File: src/rtl/vc_wrr_sched.sv
// Weighted round-robin scheduler: four VC head FIFOs onto two output FIFOs.
// Optional per-class grant and stall counters are enabled with `define VC_SCHED_STATS_EN.
module vc_wrr_sched #(
  parameter int DATA_W     = 5,
  parameter int WEIGHT_VC0 = 3
) (
  input  logic              clk,
  input  logic              reset,
  input  logic [DATA_W-1:0] VC0_p0,
  input  logic [DATA_W-1:0] VC1_p0,
  input  logic [DATA_W-1:0] VC0_p1,
  input  logic [DATA_W-1:0] VC1_p1,
  input  logic              emptyVC0_p0,
  input  logic              emptyVC1_p0,
  input  logic              emptyVC0_p1,
  input  logic              emptyVC1_p1,
  input  logic              almost_full_out0,
  input  logic              almost_full_out1,
  output logic              popVC0_p0,
  output logic              popVC1_p0,
  output logic              popVC0_p1,
  output logic              popVC1_p1,
  output logic              push_out0,
  output logic              push_out1,
  output logic [DATA_W-1:0] dataOut0,
  output logic [DATA_W-1:0] dataOut1,
  output logic [1:0]        state
`ifdef VC_SCHED_STATS_EN
  ,
  output logic [7:0]        grant_cnt_vc0,
  output logic [7:0]        grant_cnt_vc1,
  output logic [7:0]        stall_cycles
`endif
);

  typedef enum logic [1:0] {
    S_IDLE = 2'd0,
    S_VC0  = 2'd1,
    S_VC1  = 2'd2
  } state_t;

  localparam logic [3:0] WEIGHT = 4'(WEIGHT_VC0);

  function automatic logic [7:0] sat_inc8(input logic [7:0] v);
    return (v == 8'hFF) ? v : v + 8'd1;
  endfunction

  state_t            state_q;
  logic [3:0]        vc0_cnt;
  logic              rr_vc0;
  logic              rr_vc1;

  // Source index: bit 0 = class (0 = VC0, 1 = VC1), bit 1 = port.
  logic [DATA_W-1:0] head [4];
  logic [3:0]        empty_v;
  logic [3:0]        elig;
  logic              any_vc0;
  logic              any_vc1;
  logic              gnt_vc0;
  logic              gnt_vc1;
  logic              gnt_any;
  logic              port_vc0;
  logic              port_vc1;
  logic              gnt_port;
  logic [1:0]        gnt_idx;
  logic [DATA_W-1:0] gnt_word;
  logic              gnt_dst;
  logic [3:0]        pop;

  assign head[0] = VC0_p0;
  assign head[1] = VC1_p0;
  assign head[2] = VC0_p1;
  assign head[3] = VC1_p1;
  assign empty_v = {emptyVC1_p1, emptyVC0_p1, emptyVC1_p0, emptyVC0_p0};

  // A blocked head only masks its own source, so other sources still get through.
  always_comb begin
    elig = 4'b0;
    for (int i = 0; i < 4; i++) begin
      elig[i] = !empty_v[i] && !reset &&
                !(head[i][DATA_W-1] ? almost_full_out1 : almost_full_out0);
    end
  end

  assign any_vc0 = elig[0] | elig[2];
  assign any_vc1 = elig[1] | elig[3];

  always_comb begin
    gnt_vc0 = 1'b0;
    gnt_vc1 = 1'b0;
    case (state_q)
      S_VC0: begin
        // Once the weight is spent VC1 goes next; VC0 continues only if VC1 is idle.
        if (any_vc0 && ((vc0_cnt < WEIGHT) || !any_vc1)) gnt_vc0 = 1'b1;
        else if (any_vc1)                                 gnt_vc1 = 1'b1;
      end
      default: begin
        if (any_vc0)      gnt_vc0 = 1'b1;
        else if (any_vc1) gnt_vc1 = 1'b1;
      end
    endcase
  end

  assign port_vc0 = (elig[0] && elig[2]) ? rr_vc0 : elig[2];
  assign port_vc1 = (elig[1] && elig[3]) ? rr_vc1 : elig[3];
  assign gnt_any  = gnt_vc0 | gnt_vc1;
  assign gnt_port = gnt_vc1 ? port_vc1 : port_vc0;
  assign gnt_idx  = {gnt_port, gnt_vc1};
  assign gnt_word = head[gnt_idx];
  assign gnt_dst  = gnt_word[DATA_W-1];
  assign pop      = gnt_any ? (4'b0001 << gnt_idx) : 4'b0000;

  assign popVC0_p0 = pop[0];
  assign popVC1_p0 = pop[1];
  assign popVC0_p1 = pop[2];
  assign popVC1_p1 = pop[3];
  assign state     = state_q;

  always_ff @(posedge clk) begin
    if (reset) begin
      state_q   <= S_IDLE;
      vc0_cnt   <= 4'd0;
      rr_vc0    <= 1'b0;
      rr_vc1    <= 1'b0;
      push_out0 <= 1'b0;
      push_out1 <= 1'b0;
      dataOut0  <= '0;
      dataOut1  <= '0;
    end else begin
      push_out0 <= gnt_any && !gnt_dst;
      push_out1 <= gnt_any && gnt_dst;
      if (gnt_any && !gnt_dst) dataOut0 <= gnt_word;
      if (gnt_any && gnt_dst)  dataOut1 <= gnt_word;
      if (gnt_vc0) rr_vc0 <= ~port_vc0;
      if (gnt_vc1) rr_vc1 <= ~port_vc1;
      if (gnt_vc1) begin
        state_q <= S_VC1;
        vc0_cnt <= 4'd0;
      end else if (gnt_vc0) begin
        state_q <= S_VC0;
        if (state_q != S_VC0)    vc0_cnt <= 4'd1;
        else if (vc0_cnt < WEIGHT) vc0_cnt <= vc0_cnt + 4'd1;
      end else begin
        state_q <= S_IDLE;
      end
    end
  end

`ifdef VC_SCHED_STATS_EN
  always_ff @(posedge clk) begin
    if (reset) begin
      grant_cnt_vc0 <= 8'd0;
      grant_cnt_vc1 <= 8'd0;
      stall_cycles  <= 8'd0;
    end else begin
      if (gnt_vc0) grant_cnt_vc0 <= sat_inc8(grant_cnt_vc0);
      if (gnt_vc1) grant_cnt_vc1 <= sat_inc8(grant_cnt_vc1);
      if (!(&empty_v) && !(|elig)) stall_cycles <= sat_inc8(stall_cycles);
    end
  end
`endif

endmodule

File: config.mk
export PLATFORM = sky130hd
export DESIGN_NAME = vc_wrr_sched
export DESIGN_NICKNAME = d
export VERILOG_FILES = /design/src/rtl/vc_wrr_sched.sv
export SDC_FILE = /design/constraint.sdc
export NUM_CORES = 1
export LEC_CHECK = 0
export ABC_CLOCK_PERIOD_IN_PS = 4000
export BUFFER_PORTS_ARGS = -buffer_cell sky130_fd_sc_hd__buf_2
export CAP_MARGIN = 40
export CORE_UTILIZATION = 35
export DETAILED_ROUTE_END_ITERATION = 12
export PLACE_DENSITY_LB_ADDON = 0.15
export SLEW_MARGIN = 20
export SYNTH_ARGS = -nofsm -noshare
export SYNTH_HDL_FRONTEND = slang
export SYNTH_SLANG_ARGS = --single-unit
File: constraint.sdc
create_clock -name clk -period 4 [get_ports clk]
set_input_delay 0 -clock clk [delete_from_list [all_inputs] [get_ports clk]]
set_output_delay 0 -clock clk [all_outputs]
set_load 0.05 [all_outputs]
---- Word-level counts from Yosys, hierarchy flattened ----
Cells that the tools add are included.
word-level totals
  register bits after elaboration ......... 20
  output and inout bits ................... 18
operators by class
  equal/unequal tests ..................... 2
  shift operators ......................... 1
  reduce and logical (&&, ||, !) cells .... 28
  $add $sub $neg .......................... 1
  multiplexer cells ....................... 22
  bitwise operators ....................... 6
  $lt $le $gt $ge ......................... 2
operator list
  cell                                                                          number
  1-bit two-way mux                                                             15
  1-bit logical AND                                                             13
  4-bit two-way mux                                                             3
  1-bit zero test                                                               11
  5-bit binary-select mux with 2-bit select                                     1
  5-bit two-way mux                                                             2
  4-bit by 1-bit adder with 4-bit output, second input constant                 1
  4-bit by 2-bit less-than comparator with 1-bit output, second input constant  1
  1-bit by 2-bit << shifter with 4-bit output, first input constant             1
  3-bit greater-or-equal comparator, second input constant                      1
  2-bit NOT with 3-bit output                                                   1
  1-bit bitwise OR                                                              3
  2-bit by 1-bit == test with 1-bit output, second input constant               1
  2-bit two-way mux                                                             1
  2-bit by 1-bit inequality test with 1-bit output, second input constant       1
  1-bit NOT                                                                     2
  2-bit AND reduction                                                           1
  2-bit nonzero test                                                            1
  2-bit OR reduction                                                            1
  1-bit logical OR                                                              1

---- Depth between registers and ports, before layout ----
  depth in word-level cells ............... 16
  gate-level depth with buffers ........... 8
  depth with buffers taken out ............ 7

---- Worst setup path before layout ----
Ideal clock, no wire load.
  path type ............................... register to output
  start ................................... register state_q[0] (netlist: state[0])
  end ..................................... output popVC1_p1
  arrival ................................. 2.689 ns
  path slack .............................. 1.311 ns
  cell stages (with the launch flop) ...... 6
  buffers on the path ..................... 1
  required time ........................... 4.000 ns
  path through ............................ dfxtp_1 -> nor2b_1 -> nand2b_1 -> a21oi_2 -> buf_2 -> a21boi_0
between the ends
  longest elaborated chain between the ends .. 5
RTL lines
  what                                          RTL line  text
  start: declaration                            48        state_t state_q;
  start signal: assignment                      121       state_q <= S_IDLE;
  start signal: assignment                      137       state_q <= S_VC1;
  start signal: assignment                      140       state_q <= S_VC0;
  2-bit by 1-bit == test with 1-bit output (*)  91        case (state_q)
  1-bit two-way mux                             91
  1-bit two-way mux                             107       assign gnt_port = gnt_vc1 ? port_vc1 : port_vc0;
  1-bit by 2-bit << shifter with 4-bit output   111       assign pop = gnt_any ? (4'b0001 << gnt_idx) : 4'b0000;
  4-bit two-way mux (*)                         111
  end: declaration                              22        output logic popVC1_p1,
Every way passes the cells marked *; elsewhere a longest branch is shown, timed or not.

---- Final worst setup path ----
  start ................................... register state_q[0] (netlist: state[0])
  end ..................................... register dataOut0[1]
between the ends
  longest elaborated chain between the ends .. 9
RTL lines
  what                                                   RTL line  text
  2-bit by 1-bit == test with 1-bit output (*)           91
  1-bit two-way mux                                      91
  1-bit two-way mux                                      107
  2-bit NOT with 3-bit output (not written as such)      109       assign gnt_word = head[gnt_idx];
  5-bit binary-select mux with 2-bit select              109
  5-bit two-way mux (not written as such) (2 in series)  109
  1-bit zero test                                        132       if (gnt_any && !gnt_dst) dataOut0 <= gnt_word;
  1-bit logical AND                                      132
  end signal: assignment                                 132
  end: declaration                                       25        output logic [DATA_W-1:0] dataOut0,
Every way passes the cells marked *; elsewhere a longest branch is shown, timed or not. The select of a mux whose other input is x is not followed.
A chain may end at the register's enable or synchronous reset.

==> summary.md <==
The run finished with clean final reports. For this run, the number of standard cells in the final layout without fillers is 214. Max-cap violations in this run came to 0.

In the final layout, flip-flops and latches occupy 400 sq um. For the number of levels in the clock H-tree, the log shows 1. The final count of pins violating max slew is 0, and the share of total power in the clock network is 30.4%. The logs give 156 for the net count after synthesis and 3 for the number of clock buffers inserted by TritonCTS. In this run the static leakage power is 0.641 nW. Detailed placement finished with a half-perimeter wire length of 2.17 mm.

Setup repair after global routing left no endpoint under its margin. The overall track demand over capacity in global routing was 17.7%; the time the worst path needs with I/O delays and setup was 2.38 ns. Yosys mapped a number of flops with a built-in enable equal to 0.

The number of antenna violations at the first check in global routing came out at 0. The run gives 0.00308 sq mm as the area of the core. The first global-routing pass estimated 4.66 mm of wire.

The clock transition at the registers of the reported paths was 0.12 ns; the clock latency reported for the late side of the worst-skew pair was 0.31 ns. In the post-synthesis netlist, the biggest area contributors are dfxtp_1 35%, mux2i_1 11%, nand2b_1 5.5%, o21ai_0 4.0%, nand3_1 3.5%. Once the floorplan was initialized, standard cells occupied 37.0% of the core. The synthesis-to-finish area growth came out at 27.0%. The number of antenna diodes in the final layout is 0.

The filler cells instantiated in the layout total 319. The worst setup path is launched from a flip-flop. In this run, the number of DRC markers left after iteration 0 of detailed routing was 24.

Cell internal power was estimated by the tool at 0.000368 W. At the worst endpoint, the required time is 4.24 ns. Power spread over the standard cell area amounts to 385 mW/mm^2.

The tools report the clock tree root buffer cell as clkbuf_4. The number of hold buffers added after CTS was 0. In the synthesized netlist the dominant register cell turns out to be dfxtp_1.

After synthesis, the share of flip-flops with an asynchronous set or reset is 0%. Port buffering added 45 buffers. In this run the count of I/O pins placed on the die edge is 46. The top cell types in the final layout, fill and taps aside, are 45 x buf_2, 20 x dfxtp_1, 12 x mux2i_1. The maximum clock skew at final layout is 0.00610 ns.

The largest net degree at the start of global routing was 26. In this run switching power makes up 33.9% of total power. The logic gate share of total power is 29.6%. The number of distinct library cells after synthesis is 38.

The tools report the placer congestion estimate as 0.754. The logs give 1042 for the number of global-route vias before repair and 0 for the total count of hold-check failures in the final report. The detail-routed via count per cell is 5.14. The analysis attributes to net switching a power of 0.000189 W. The data arrival at the endpoint of the critical path was 2.62 ns. The tools report the number of setup buffers added after CTS as 0. The highest net fanout along the worst path was 16; the share of post-route cells with drive strength above 1 was 37.1%. The tightest slew margin relative to the limit came out at 48.7%.

The first TritonRoute pass finished after 4 iterations. The run gives 0 as the count of antenna-violating nets left after detailed routing. Synthesis inferred 20 register bits. In this run the deepest clock path goes through 2 buffers. The run gives 200 as the final layout net count.

The multi-input gate area in the final layout came out at 691 sq um. Row generation in the floorplan step produced 20 rows. TritonCTS built the clock tree. The share of synthesized area in the top cell type comes to 35.2%. The share of total power dissipated in sequential elements is 40.0%. For this block, the via count after detailed routing is 1101. Yosys printed 0 warnings. In the final routed layout, each cell accounts on average for 13.3 um. The run gives 0 ns as the setup total negative slack.

Most common cell after layout, fill and taps aside: buf_2. Setup violations remaining at the end of the flow were counted as 0. The biggest area contributor in the post-synthesis netlist is dfxtp_1.

Dividing the final minimum period by the clock period gives 59.5%. The setup check on the worst reg-to-reg path leaves a slack of 1.62 ns. The number of placed cells counting well taps was 209. In this run, post-CTS repair resized a total of 0 instances. The run gives 0 as the total global routing overflow. The kind of path behind the tightest hold check is input port to flip-flop. Synthesis produced a netlist whose cell count is 127.

The utilization after layout was 47.0%. For this run, design rule violations remaining after detail routing come to 0. The part of the Yosys area used for sequential elements came out at 35.2%. The final layout contains routed wiring with a total length of 2.85 mm.

VDD sags by at most 0.000131 V. Each instance of the synthesized netlist takes up on average 8.97 sq um. The transition time of the tightest slew-check pin is 0.769 ns, and the area enclosed by the die boundary is 0.00349 sq mm.

The tree built by TritonCTS fans out to 20 sinks. The combined area of all synthesized cells was 0.00114 sq mm; the maximum operating frequency was 420 MHz. The worst setup path is captured at a flip-flop. The die is 59.0 um tall. The critical path is of the flip-flop to flip-flop type. From left edge to right edge, the die measures 59.0 um.
==> registers in the layout, summed over array words and instances, names as in the netlist <==
name       count
dataOut0       5
dataOut1       5
vc0_cnt        4
state          2
push_out0      1
push_out1      1
rr_vc0         1
rr_vc1         1
==> cell type report <==
type	count	share of cell area (%)
Multi-Input combinational cell	96	47.8
Tap cell	44	3.81
Clock inverter	1	2.08
Clock buffer	3	1.56
Inverter	4	1.04
Sequential cell	20	27.7
Timing Repair Buffer	46	16.1
==> power groups by stage <==
stage	Combinational, W	Clock, W	Sequential (W)
floorplan	0.0000764	0	0.000273
global placement	0.000162	0	0.000227
detailed placement	0.000164	0	0.000227
CTS	0.000165	0.000172	0.000223
global route	0.000176	0.000181	0.000225
finish	0.000165	0.000169	0.000223
==> critical path: stages, from the launching register on <==
cell and delay (ns):
dfxtp_1 0.36, nor2b_1 0.30, nand2b_1 0.16, a21oi_2 0.63, nand3_1 0.38, o31ai_4 0.23, mux2i_1 0.25
==> Yosys cell counts (2+ instances only) <==
cell        n
dfxtp_1    20
nor2_1      6
a22oi_1     2
nand2_1     4
nor2b_1     2
o21ai_1     2
nand3_1     8
a2111oi_0   2
buf_2       2
nand2b_1   10
a21oi_1     4
a21boi_0    5
a31o_2      4
nor3b_1     2
inv_1       3
o21ai_0     9
clkbuf_1    4
mux2i_1    12
nor3_1      4
a31oi_1     4
==> per-layer routing <==
layer / part of all wire (%) / global-route usage [%] / vias up
met4: 1.1 / 5.10 / 0
met3: 5.1 / 3.49 / 4
met1: 46 / 21.9 / 513
met2: 48 / 31.2 / 31
met5: 0 / 0 / -
li1: - / - / 553
==> path summary, 6_finish.rpt <==
kind | from | endpoint | cells after the start
min reg2reg | dataOut1[4] | dataOut1[4] | 2
max reg2reg | state[0] | dataOut0[1] | 6
max | state[0] | dataOut0[1] | 6
min | reset | dataOut1[4] | 2
==> cell families after synthesis <==
family | Yosys count | synth area share, %
buf+inv | 11 | 4.18
flops | 20 | 35.2
compound gates | 39 | 26.2
xor+xnor | 1 | 0.769
fa+ha+maj | 1 | 1.10
simple gates | 43 | 22.1
mux | 12 | 10.5
==> through the flow <==
step                area (sq um)  total power [W]  setup WS [ns]  hold slack, ns
finish                      1450         0.000557           1.62           0.124
global route                1450         0.000582           1.41           0.151
CTS                         1440         0.000560           1.64           0.108
detailed placement          1390         0.000391           1.65           0.441
global placement            1390         0.000389           1.83           0.422
floorplan                   1140         0.000349           1.31           0.320
No activity file was read; power rests on OpenSTA's default activity.
